--- config.mk ---
export PLATFORM = sky130hd
export DESIGN_NAME = bsg_axil_demux_n
export DESIGN_NICKNAME = d
export VERILOG_FILES = /design/src/rtl/bsg_axil_demux_n.sv
export SDC_FILE = /design/constraint.sdc
export NUM_CORES = 1
export LEC_CHECK = 0
export ABC_AREA = 1
export CAP_MARGIN = 20
export CORE_AREA = 2 2 298 300
export DETAILED_ROUTE_END_ITERATION = 12
export DIE_AREA = 0 0 300 302
export PLACE_DENSITY = 0.3
export REMOVE_ABC_BUFFERS = 1
export SETUP_SLACK_MARGIN = 0.15
export SLEW_MARGIN = 10
export SYNTH_ARGS = -nofsm -noshare
export SYNTH_HDL_FRONTEND = slang
export SYNTH_SLANG_ARGS = --single-unit
--- constraint.sdc ---
create_clock -name clk_i -period 1.6 [get_ports clk_i]
set_clock_uncertainty 0.1 [all_clocks]
set_input_delay 0.16 -clock clk_i [delete_from_list [all_inputs] [get_ports clk_i]]
set_output_delay 0.16 -clock clk_i [all_outputs]
set_load 0.05 [all_outputs]
--- src/rtl/bsg_axil_demux_n.sv ---
// AXI-lite 1-to-N address demux; one decode cycle, then AW/W/AR forwarded; one outstanding txn per direction.
// Backpressure: ready/valid pass through to the selected port only; new AW/AR stall until the FSM is IDLE.
// BSG_AXIL_DEMUX_DECERR_EN: address misses are answered internally with DECERR instead of default_port_p.
module bsg_axil_demux_n #(
    parameter int addr_width_p   = 32,
    parameter int data_width_p   = 32,
    parameter int num_masters_p  = 4,
    parameter logic [num_masters_p*addr_width_p-1:0] base_addr_p =
        {32'h1000_0000, 32'h2000_0000, 32'h0020_0000, 32'h0},
    parameter logic [num_masters_p*addr_width_p-1:0] mask_addr_p =
        {32'hFFF0_0000, 32'hFC00_0000, 32'hFFE0_0000, 32'hFFE0_0000},
    parameter int default_port_p = 0
) (
    input  logic                                     clk_i,
    input  logic                                     reset_i,

    input  logic [addr_width_p-1:0]                  s_axil_awaddr,
    input  logic [2:0]                               s_axil_awprot,
    input  logic                                     s_axil_awvalid,
    output logic                                     s_axil_awready,
    input  logic [data_width_p-1:0]                  s_axil_wdata,
    input  logic [data_width_p/8-1:0]                s_axil_wstrb,
    input  logic                                     s_axil_wvalid,
    output logic                                     s_axil_wready,
    output logic [1:0]                               s_axil_bresp,
    output logic                                     s_axil_bvalid,
    input  logic                                     s_axil_bready,
    input  logic [addr_width_p-1:0]                  s_axil_araddr,
    input  logic [2:0]                               s_axil_arprot,
    input  logic                                     s_axil_arvalid,
    output logic                                     s_axil_arready,
    output logic [data_width_p-1:0]                  s_axil_rdata,
    output logic [1:0]                               s_axil_rresp,
    output logic                                     s_axil_rvalid,
    input  logic                                     s_axil_rready,

    output logic [num_masters_p*addr_width_p-1:0]    m_axil_awaddr,
    output logic [num_masters_p*3-1:0]               m_axil_awprot,
    output logic [num_masters_p-1:0]                 m_axil_awvalid,
    input  logic [num_masters_p-1:0]                 m_axil_awready,
    output logic [num_masters_p*data_width_p-1:0]    m_axil_wdata,
    output logic [num_masters_p*data_width_p/8-1:0]  m_axil_wstrb,
    output logic [num_masters_p-1:0]                 m_axil_wvalid,
    input  logic [num_masters_p-1:0]                 m_axil_wready,
    input  logic [num_masters_p*2-1:0]               m_axil_bresp,
    input  logic [num_masters_p-1:0]                 m_axil_bvalid,
    output logic [num_masters_p-1:0]                 m_axil_bready,
    output logic [num_masters_p*addr_width_p-1:0]    m_axil_araddr,
    output logic [num_masters_p*3-1:0]               m_axil_arprot,
    output logic [num_masters_p-1:0]                 m_axil_arvalid,
    input  logic [num_masters_p-1:0]                 m_axil_arready,
    input  logic [num_masters_p*data_width_p-1:0]    m_axil_rdata,
    input  logic [num_masters_p*2-1:0]               m_axil_rresp,
    input  logic [num_masters_p-1:0]                 m_axil_rvalid,
    output logic [num_masters_p-1:0]                 m_axil_rready
);

    typedef enum logic [1:0] {IDLE, FWD, RESP} state_e;

    state_e wr_state, wr_next, rd_state, rd_next;
    logic [num_masters_p-1:0] wr_sel, rd_sel;
    logic wr_miss, rd_miss;
    logic aw_done, w_done;
    logic aw_hs, w_hs, ar_hs;
    logic sel_awready, sel_wready, sel_bvalid, sel_arready, sel_rvalid;
    logic [1:0] sel_bresp, sel_rresp;
    logic [data_width_p-1:0] sel_rdata;

    // Iterating high to low lets the lowest matching index overwrite any other hit.
    function automatic logic [num_masters_p-1:0] decode(input logic [addr_width_p-1:0] addr);
        logic [num_masters_p-1:0] hit;
        hit = '0;
        for (int i = num_masters_p - 1; i >= 0; i--) begin
            if ((addr & mask_addr_p[i*addr_width_p +: addr_width_p])
                    == base_addr_p[i*addr_width_p +: addr_width_p]) begin
                hit    = '0;
                hit[i] = 1'b1;
            end
        end
`ifndef BSG_AXIL_DEMUX_DECERR_EN
        if (hit == '0) hit[default_port_p] = 1'b1;
`endif
        return hit;
    endfunction

`ifdef BSG_AXIL_DEMUX_DECERR_EN
    // An empty select outside IDLE marks a transaction the demux answers itself.
    assign wr_miss = ~|wr_sel;
    assign rd_miss = ~|rd_sel;
`else
    assign wr_miss = 1'b0;
    assign rd_miss = 1'b0;
`endif

    assign m_axil_awaddr = {num_masters_p{s_axil_awaddr}};
    assign m_axil_awprot = {num_masters_p{s_axil_awprot}};
    assign m_axil_wdata  = {num_masters_p{s_axil_wdata}};
    assign m_axil_wstrb  = {num_masters_p{s_axil_wstrb}};
    assign m_axil_araddr = {num_masters_p{s_axil_araddr}};
    assign m_axil_arprot = {num_masters_p{s_axil_arprot}};

    assign sel_awready = |(m_axil_awready & wr_sel);
    assign sel_wready  = |(m_axil_wready  & wr_sel);
    assign sel_bvalid  = |(m_axil_bvalid  & wr_sel);
    assign sel_arready = |(m_axil_arready & rd_sel);
    assign sel_rvalid  = |(m_axil_rvalid  & rd_sel);

    always_comb begin
        sel_bresp = '0;
        sel_rresp = '0;
        sel_rdata = '0;
        for (int i = 0; i < num_masters_p; i++) begin
            if (wr_sel[i]) sel_bresp = sel_bresp | m_axil_bresp[2*i +: 2];
            if (rd_sel[i]) begin
                sel_rresp = sel_rresp | m_axil_rresp[2*i +: 2];
                sel_rdata = sel_rdata | m_axil_rdata[i*data_width_p +: data_width_p];
            end
        end
    end

    assign aw_hs = s_axil_awvalid & s_axil_awready;
    assign w_hs  = s_axil_wvalid  & s_axil_wready;
    assign ar_hs = s_axil_arvalid & s_axil_arready;

    // ---------------- write path ----------------
    always_ff @(posedge clk_i or posedge reset_i) begin
        if (reset_i) wr_state <= IDLE;
        else         wr_state <= wr_next;
    end

    always_ff @(posedge clk_i or posedge reset_i) begin
        if (reset_i) begin
            wr_sel  <= '0;
            aw_done <= 1'b0;
            w_done  <= 1'b0;
        end else if (wr_state == IDLE && s_axil_awvalid) begin
            wr_sel  <= decode(s_axil_awaddr);
            aw_done <= 1'b0;
            w_done  <= 1'b0;
        end else begin
            if (aw_hs) aw_done <= 1'b1;
            if (w_hs)  w_done  <= 1'b1;
        end
    end

    always_comb begin
        wr_next = wr_state;
        case (wr_state)
            IDLE:    if (s_axil_awvalid) wr_next = FWD;
            FWD:     if ((aw_done | aw_hs) && (w_done | w_hs)) wr_next = RESP;
            RESP:    if (s_axil_bvalid && s_axil_bready) wr_next = IDLE;
            default: wr_next = IDLE;
        endcase
    end

    always_comb begin
        s_axil_awready = 1'b0;
        s_axil_wready  = 1'b0;
        s_axil_bvalid  = 1'b0;
        s_axil_bresp   = 2'b00;
        m_axil_awvalid = '0;
        m_axil_wvalid  = '0;
        m_axil_bready  = '0;
        case (wr_state)
            FWD: begin
                s_axil_awready = ~aw_done & (wr_miss | sel_awready);
                s_axil_wready  = ~w_done  & (wr_miss | sel_wready);
                m_axil_awvalid = wr_sel & {num_masters_p{s_axil_awvalid & ~aw_done}};
                m_axil_wvalid  = wr_sel & {num_masters_p{s_axil_wvalid  & ~w_done}};
            end
            RESP: begin
                s_axil_bvalid = wr_miss | sel_bvalid;
                s_axil_bresp  = wr_miss ? 2'b11 : sel_bresp;
                m_axil_bready = wr_sel & {num_masters_p{s_axil_bready}};
            end
            default: ;
        endcase
    end

    // ---------------- read path ----------------
    always_ff @(posedge clk_i or posedge reset_i) begin
        if (reset_i) rd_state <= IDLE;
        else         rd_state <= rd_next;
    end

    always_ff @(posedge clk_i or posedge reset_i) begin
        if (reset_i)                                   rd_sel <= '0;
        else if (rd_state == IDLE && s_axil_arvalid)   rd_sel <= decode(s_axil_araddr);
    end

    always_comb begin
        rd_next = rd_state;
        case (rd_state)
            IDLE:    if (s_axil_arvalid) rd_next = FWD;
            FWD:     if (ar_hs) rd_next = RESP;
            RESP:    if (s_axil_rvalid && s_axil_rready) rd_next = IDLE;
            default: rd_next = IDLE;
        endcase
    end

    always_comb begin
        s_axil_arready = 1'b0;
        s_axil_rvalid  = 1'b0;
        s_axil_rresp   = 2'b00;
        s_axil_rdata   = '0;
        m_axil_arvalid = '0;
        m_axil_rready  = '0;
        case (rd_state)
            FWD: begin
                s_axil_arready = rd_miss | sel_arready;
                m_axil_arvalid = rd_sel & {num_masters_p{s_axil_arvalid}};
            end
            RESP: begin
                s_axil_rvalid = rd_miss | sel_rvalid;
                s_axil_rresp  = rd_miss ? 2'b11 : sel_rresp;
                s_axil_rdata  = rd_miss ? '0 : sel_rdata;
                m_axil_rready = rd_sel & {num_masters_p{s_axil_rready}};
            end
            default: ;
        endcase
    end

endmodule

# Yosys cells after proc, flatten, opt, wreduce, memory -nomap -nowiden
# Index checks and enable logic that the tools add are counted.
dict set report totals {
  reg_bits 14
  in_bits 277
  output_inout_bits 485
  wordCells 121
}
dict set report classes {
  eq_ne 16
  n_mux 49
  bitwise_logic 30
  reduce_logical 20
}
# operator count
set ops {}
lappend ops {{two-way mux 32 bit} 5}
lappend ops {{bitwise OR 32 bit} 3}
lappend ops {{logical NOT 32 bit} 2}
lappend ops {{two-way mux 4 bit} 15}
lappend ops {{AND 4 bit} 10}
lappend ops {{two-way mux 2 bit} 16}
lappend ops {{equality test 12 x 9 -> 1 bit (second input constant)} 2}
lappend ops {{equality test 11 x 1 -> 1 bit (second input constant)} 2}
lappend ops {{OR reduction 4 bit} 5}
lappend ops {{equality test 6 x 4 -> 1 bit (second input constant)} 2}
lappend ops {{inequality test 2 bit (second input constant)} 6}
lappend ops {{bitwise OR 2 bit} 6}
lappend ops {{case mux 2 bit (3 select lines)} 2}
lappend ops {{two-way mux 1 bit} 11}
lappend ops {{logical NOT 4 bit} 2}
lappend ops {{AND 1 bit} 7}
lappend ops {{AND reduction 3 bit} 2}
lappend ops {{logical AND 1 bit} 5}
lappend ops {{equality test 2 x 1 -> 1 bit (second input constant)} 2}
lappend ops {{equality test 2 bit (second input constant)} 2}
lappend ops {{logical NOT 2 bit} 2}
lappend ops {{nonzero test 2 bit} 2}
lappend ops {{inverter 1 bit} 2}
lappend ops {{bitwise OR 1 bit} 2}

# Logic depth before layout (Yosys ltp)
# Gate-level depths: netlist of run 1.
dict set report depth {
  ltp_word 9
  mapped_depth 9
  ltp_nobuf 9
}

# Worst setup path after synthesis of run 1
# Ideal clock, no wire load.
dict set report synth_timing {
  path_kind {flip-flop to output port}
  startpoint {register rd_state[0]}
  endpoint {output port m_axil_rready[0]}
  t_arrival_ns 1.798
  required_ns 1.340
  setup_slack_ns -0.458
  stages_incl_launch_ff 5
  n_path_buf 1
  path_cell_list {dfrtp_1 nor2_2 inv_2 clkbuf_1 nor3_1}
}
dict set report synth_between {
  elab_chain_cells 2
}
# element line_no
set synth_rtl {}
lappend synth_rtl {{start, declared} 60} ;# state_e wr_state, wr_next, rd_state, rd_next;
lappend synth_rtl {{start signal, assigned} 183} ;# else rd_state <= rd_next;
lappend synth_rtl {{equality test 2 bit} 208} ;# case (rd_state)
lappend synth_rtl {{two-way mux 4 bit} 208}
lappend synth_rtl {{end, declared} 55} ;# output logic [num_masters_p-1:0] m_axil_rready
# Every way passes these cells.

# Final worst setup path of run 1
dict set report layout_timing {
  startpoint {register rd_sel[1]}
  endpoint {output port s_axil_arready}
}
dict set report layout_between {
  elab_chain_cells 3
}
# element line_no
set layout_rtl {}
lappend layout_rtl {{start, declared} 61} ;# logic [num_masters_p-1:0] wr_sel, rd_sel;
lappend layout_rtl {{start signal, assigned} 188} ;# else if (rd_state == IDLE && s_axil_arvalid) rd_sel <= decode(s_axil_araddr);
lappend layout_rtl {{AND 4 bit} 105} ;# assign sel_arready = |(m_axil_arready & rd_sel);
lappend layout_rtl {{OR reduction 4 bit} 105}
lappend layout_rtl {{two-way mux 1 bit} 208}
lappend layout_rtl {{end, declared} 31} ;# output logic s_axil_arready,
# Every way passes these cells.

==> results.cfg, run 1 <==
[logic_synthesis]
synth-edff-count = 0
ys_warn_count = 0
syn_area_um2 = 5250
synth_compound_area_share_pct = 7.67
synthTopCellsByArea = buf_4, nand2_1, dfrtp_1
synthSimpleGateAreaFrac_pct = 20.1
synth_top_family_by_area = buffers and inverters
async_flop_share_pct = 100
ys_ff_latch = 14
synth_fa_ha_area_share_pct = 0
yosysMostFrequentCell = buf_4
synth.mux.area_fraction_pct = 0
synthCells = 808
synth_top_area_share_pct = 61.0
syn_area_per_cell_um2 = 6.50
seq_area_frac_synth_pct = 6.67
synth.distinct_cells = 20
yosys.area_share.xor_xnor_pct = 0
synth_common_cells = buf_4, nand2_1, a41oi_1
yosysTopAreaCell = buf_4
synthFlopType = dfrtp_1

[pwr]
irDropWorstVdd_mv = 0.339
pwr_density_cell_nw_per_um2 = 701
p_total_mw = 7.68
leakagePower_nw = 3.95

[sta]
slew_headroom_pct = 75.0
layout_setup_ws_ps = -351
worstMarginPinSlew_ps = 375
min_period_ps = 1950
maxSlewViolCount = 0
timing.final.crit_share_pct = 122
rsz0062_at_grt = yes
fmax_ghz = 0.513
finalHoldViolCount = 0
fin_tns_setup_ps = -11680
setup_violations = 58

[worst_setup_path]
worstSetupEndpointType = primary output
cp_top_family = buffers and inverters
cp_slowest_stage_delay_ps = 420
path_cells = buf_12 > buf_6 > nand2_4 > nand2_4 > buf_12 > or2_4 > inv_2 > nor2_2 > buf_12
critPathBufInv = 5
crit_top_cell = buf_12
critPathLaunchType = register
cpMaxStageDelayCell = dfrtp_2
cp_max_fo = 2
crit_arrival_ps = 1690
criticalPathCategory = register to primary output
critical_path_required_ps = 1340

[final_layout]
fin_nets = 1141
drive_above_1_share_pct = 50.9
syn2layout_area_growth_pct = 109
n_fill_cell = 10033
antenna_cells = 0

[route]
drt_first_pass_iters = 4
vias = 5643
remaining_drc_errors = 0
avgRoutedWirePerCell_um = 31.7
drt-vias-per-instance = 2.78
final_antenna_net_count = 0
routed_wl_um = 64300
dr.first_iter.drc_count = 186

[global_routing]
grt_pass1_vias = 6100
grt_max_degree = 18
grt_antenna_before_repair = 1
grt_overflow = 0
grt_pass1_wl_um = 77700
grt_usage_pct = 13.6

[status]
outcome = finished, violations left
violations = negative setup slack

[clock_tree]
cts.path.max_buffers = 2
h-tree-depth = 1
cts_sinks = 14
clk_latency_ps = 260
root_buffer = clkbuf_16
clk_pin_slew_ps = 60
ctsHoldBuffers = 0
cts_tree = yes
cts_buffers = 3

[placement]
gp_congestion = 0.865
portBuffers = 351
dpl.hpwl_um = 57900

[die]
die_w_um = 300
rows = 109
die_h_um = 302
core_area_um2 = 87600
start_util_pct = 6.00
pin_count = 762
dieArea_um2 = 90600

[hold_path]
hp-class = primary input to asynchronous set/reset pin

[job]
maxCapViolations = 0
## state kept, by name, indices dropped and copies added, names as in the netlist
signal / cells
rd_sel: 4
wr_sel: 4
rd_state: 2
wr_state: 2
aw_done: 1
w_done: 1
## per-stage QoR
| stage | utilization [%] | hold slack, ps | cells | area [um2] | worst slack (ps) |
|---|---|---|---|---|---|
| after floorplan | - | -50.8 | 363 | 1940 | -763 |
| after global placement | 10.8 | 225 | 1991 | 9470 | -348 |
| after detailed placement | 10.8 | 225 | 1991 | 9470 | -324 |
| after CTS | 12.1 | 225 | 2019 | 10600 | -403 |
| after global routing | 12.5 | 225 | 2028 | 11000 | -418 |
| final | 12.5 | 183 | 2028 | 11000 | -351 |
## power breakdown
group | internal (mW) | leakage, nW | switching [mW] | total (mW)
clock | 0.382 | 0.0442 | 0.190 | 0.571
sequential | 0.474 | 0.168 | 0.182 | 0.656
combinational | 3.00 | 3.74 | 3.46 | 6.45
total | 3.85 | 3.95 | 3.83 | 7.68
## layer usage
layer / vias to the layer above / wire (um) / part of all wire [%] / global-route usage (%)
met2: 765 / 28200 / 44 / 21.7
li1: 2240 / - / - / -
met4: 6 / 3470 / 5.4 / 5.45
met5: - / 194 / 0.30 / 2.95
met1: 2586 / 17300 / 27 / 10.5
met3: 46 / 15100 / 24 / 14.7
## timing repair
| action | CTS | global route |
|---|---|---|
| buffers inserted | 19 | 9 |
| pin swaps | 24 | 25 |
| gates resized for setup | 182 | 63 |
| cloned | 5 | 0 |
| endpoints found under the hold margin | 0 | 0 |
| endpoints found under the setup margin | 73 | 65 |
## kinds of logic after synthesis
| family | count (synthesis) |
|---|---|
| flip-flops | 14 |
| AND/OR/NAND/NOR | 263 |
| buffers and inverters | 480 |
| AO/OA/AOI/OAI | 51 |
## path summary, 6_finish.rpt
kind,startpoint,endpoint,slack (ps),depth (start not counted)
worst max-delay path,rd_sel[1],s_axil_arready,-350,9
worst min-delay path,reset_i,rd_sel[1],180,3
worst max register to register,rd_sel[1],rd_state[1],-40,9
worst min register to register,w_done,w_done,520,3
max in group asynchronous,reset_i,wr_sel[0],990,3
min in group clk_i,s_axil_wdata[1],m_axil_wdata[97],230,0
## layout by cell type (no fill, tap or decap), drive strengths merged
cell type	instances
nand3	5
a41oi	36
dlygate4sd2	2
a21oi	4
nor3	27
a22o	3
clkbuf	4
nand4	7
inv	35
o22ai	1
dfrtp	14
buf	301
nor2	23
clkdlybuf4s50	192
o21ai	7
or2	2
nand2	200
## cell type report
| cell class | instances | area (um2) | area share, % |
|---|---|---|---|
| Clock buffer | 4 | 88.8 | 0.811 |
| Inverter | 35 | 164 | 1.50 |
| Multi-Input combinational cell | 315 | 2300 | 21.0 |
| Sequential cell | 14 | 362 | 3.30 |
| Tap cell | 1165 | 1460 | 13.3 |
| Timing Repair Buffer | 495 | 6590 | 60.1 |
## worst min-delay path, delay by kind of cell
kind | cells | cell delay [ps]
buf+inv | 3 | 770
Note: power is estimated with default switching activity, not from simulation.
==> run 2, diff against run 1 <==
- ABC_AREA: 1 -> default
- CORE_AREA: 2 2 298 300 -> 2 2 296 298
- DIE_AREA: 0 0 300 302 -> 0 0 298 300
==> run 2 against run 1 <==
Net effect: the run still ends with negative setup slack left; worst setup slack better by 46 ps; non-clock buffer count up 1; synthesized area shrank 5.4%; fmax increased by 2.4%; final cell count shrank 7.5%; first-iteration DRC count increased by 32%; critical path depth decreased by 3; die area is 1.3% lower; final area down 1.8%; critical endpoint is now s_axil_rdata[19]; largest power group unchanged.
==> results.cfg, run 2 <==
[sta]
maxSlewViolCount = 0
slew_headroom_pct = 70.4
min_period_ps = 1910
fin_tns_setup_ps = -9980
setup_violations = 57
finalHoldViolCount = 0
rsz0062_at_grt = yes
timing.final.crit_share_pct = 119
worstMarginPinSlew_ps = 444
fmax_ghz = 0.525
layout_setup_ws_ps = -305

[worst_setup_path]
startpoint = rd_sel[0]
cp_max_fo = 9
r2r-start = rd_state[0]
ff2ff_setup_slack_ps = -90
worstSetupEndpointType = primary output
critical_path_required_ps = 1340
critPathLaunchType = register
criticalPathCategory = register to primary output
crit_arrival_ps = 1650

[logic_synthesis]
yosysTopAreaCell = buf_4
yosysMostFrequentCell = buf_4
synth_common_cells = buf_4, a22oi_1, a21oi_1
ys_ff_latch = 14
synthTopCellsByArea = buf_4, a22oi_1, dfrtp_1
synthFlopType = dfrtp_1
syn_area_per_cell_um2 = 7.43
synth_top_area_share_pct = 64.1
syn_area_um2 = 4970
seq_area_frac_synth_pct = 7.05
ys_warn_count = 0
synthCells = 669
async_flop_share_pct = 100
synth-edff-count = 0
synth.distinct_cells = 35

[status]
outcome = finished, violations left
violations = negative setup slack

[pwr]
leakagePower_nw = 3.81
irDropWorstVdd_mv = 0.408
pwr_density_cell_nw_per_um2 = 624

[final_layout]
fin_nets = 999
syn2layout_area_growth_pct = 117
most-common-layout-cells = clkdlybuf4s50_1, buf_12, buf_4
final_common_cell = clkdlybuf4s50_1
antenna_cells = 0
n_fill_cell = 9931
fin_area_um2 = 10800
drive_above_1_share_pct = 65.0
reg.largest.list = rd_sel x4, wr_sel x4

[job]
maxCapViolations = 0

[clock_tree]
clk_latency_ps = 250
root_buffer = clkbuf_16
cts_tree = yes
cts_buffers = 3
cts.path.max_buffers = 2
clk_pin_slew_ps = 50
cts_sinks = 14
h-tree-depth = 1

[placement]
place_area_um2 = 9130
dpl.hpwl_um = 55400
portBuffers = 351
dp_slack_ps = -424
gp_congestion = 0.950

[route]
drt_first_pass_iters = 4
met3_length_um = 13800
routed_wl_um = 61300
remaining_drc_errors = 0
routed-wl-met2_um = 26700
drt-vias-per-instance = 2.72
wl_met1_um = 16300
vias = 5111
top_layer = met5
final_antenna_net_count = 0
dr.first_iter.drc_count = 246
avgRoutedWirePerCell_um = 32.7

[die]
dieArea_um2 = 89400
die_w_um = 298
pin_count = 762
core_area_um2 = 86200
die_h_um = 300
start_util_pct = 5.76
rows = 108

[global_routing]
grt_max_degree = 16
grt_pass1_vias = 5696
grt_usage_pct = 13.1
grt_pass1_wl_um = 74200
grt_overflow = 0
grt_antenna_before_repair = 0

[hold_path]
hp-class = primary input to asynchronous set/reset pin
==> run 2: area by class of cell <==
| class | instances | area, um2 | share of cell area, % |
|---|---|---|---|
| Clock buffer | 4 | 78.8 | 0.733 |
| Sequential cell | 14 | 359 | 3.34 |
| Multi-Input combinational cell | 203 | 2240 | 20.8 |
| Timing Repair Buffer | 496 | 6620 | 61.5 |
| Tap cell | 1155 | 1450 | 13.4 |
| Inverter | 4 | 20.0 | 0.186 |
==> run 2: routing by layer <==
layer  track usage (%)  vias to the layer above
li1                  -                     1947
met4              6.57                        2
met1              10.0                     2362
met5              3.12                        -
met3              13.4                       64
met2              20.8                      736
==> run 2: per-stage QoR <==
stage	std cells	hold WS, ps	power, mW	util (%)
3_3_place_gp	1833	228	5.12	10.6
2_1_floorplan	221	-50.8	1.64	-
6_report	1876	157	6.72	12.5
3_5_place_dp	1833	228	5.10	10.6
5_1_grt	1876	221	7.05	12.5
4_1_cts	1861	191	6.52	12.1
==> run 2: repair_timing <==
item                       in CTS  in global routing
hold buffers                    0                  0
setup buffers                  18                 14
resized for setup             234                 40
pin swaps                      73                 28
gates cloned                    6                  1
setup endpoints to repair      80                 76
==> run 2: logic make-up after synthesis <==
family	synth area share [%]
AOI/OAI and AO/OA	19.4
buffers and inverters	66.2
DFF	7.05
muxes	0.428
and+or+nand+nor	6.90
==> run 2: worst max-delay path, stage by stage (launching register included) <==
cell and delay, ps:
dfrtp_1 390, buf_12 160, buf_16 150, a22oi_2 260
a21oi_4 110, buf_6 140, buf_12 140
==> run 2: power breakdown <==
part	switching, mW	internal [mW]
logic	2.81	2.87
clock network	0.165	0.339
registers	0.102	0.430
total	3.08	3.64
==> run 2: final timing paths <==
check,end,cells after the start
setup reg to reg,rd_sel[0],6
hold / removal,rd_sel[2],3
min in group clk_i,m_axil_araddr[8],0
hold reg to reg,w_done,2
max in group asynchronous,wr_sel[0],3
setup / recovery,s_axil_rdata[19],6
==> run 3, diff against run 2 <==
- SLEW_MARGIN: 10 -> default
==> results of run 3 <==
Final layout, timing and power as in run 2 (identical DEF).
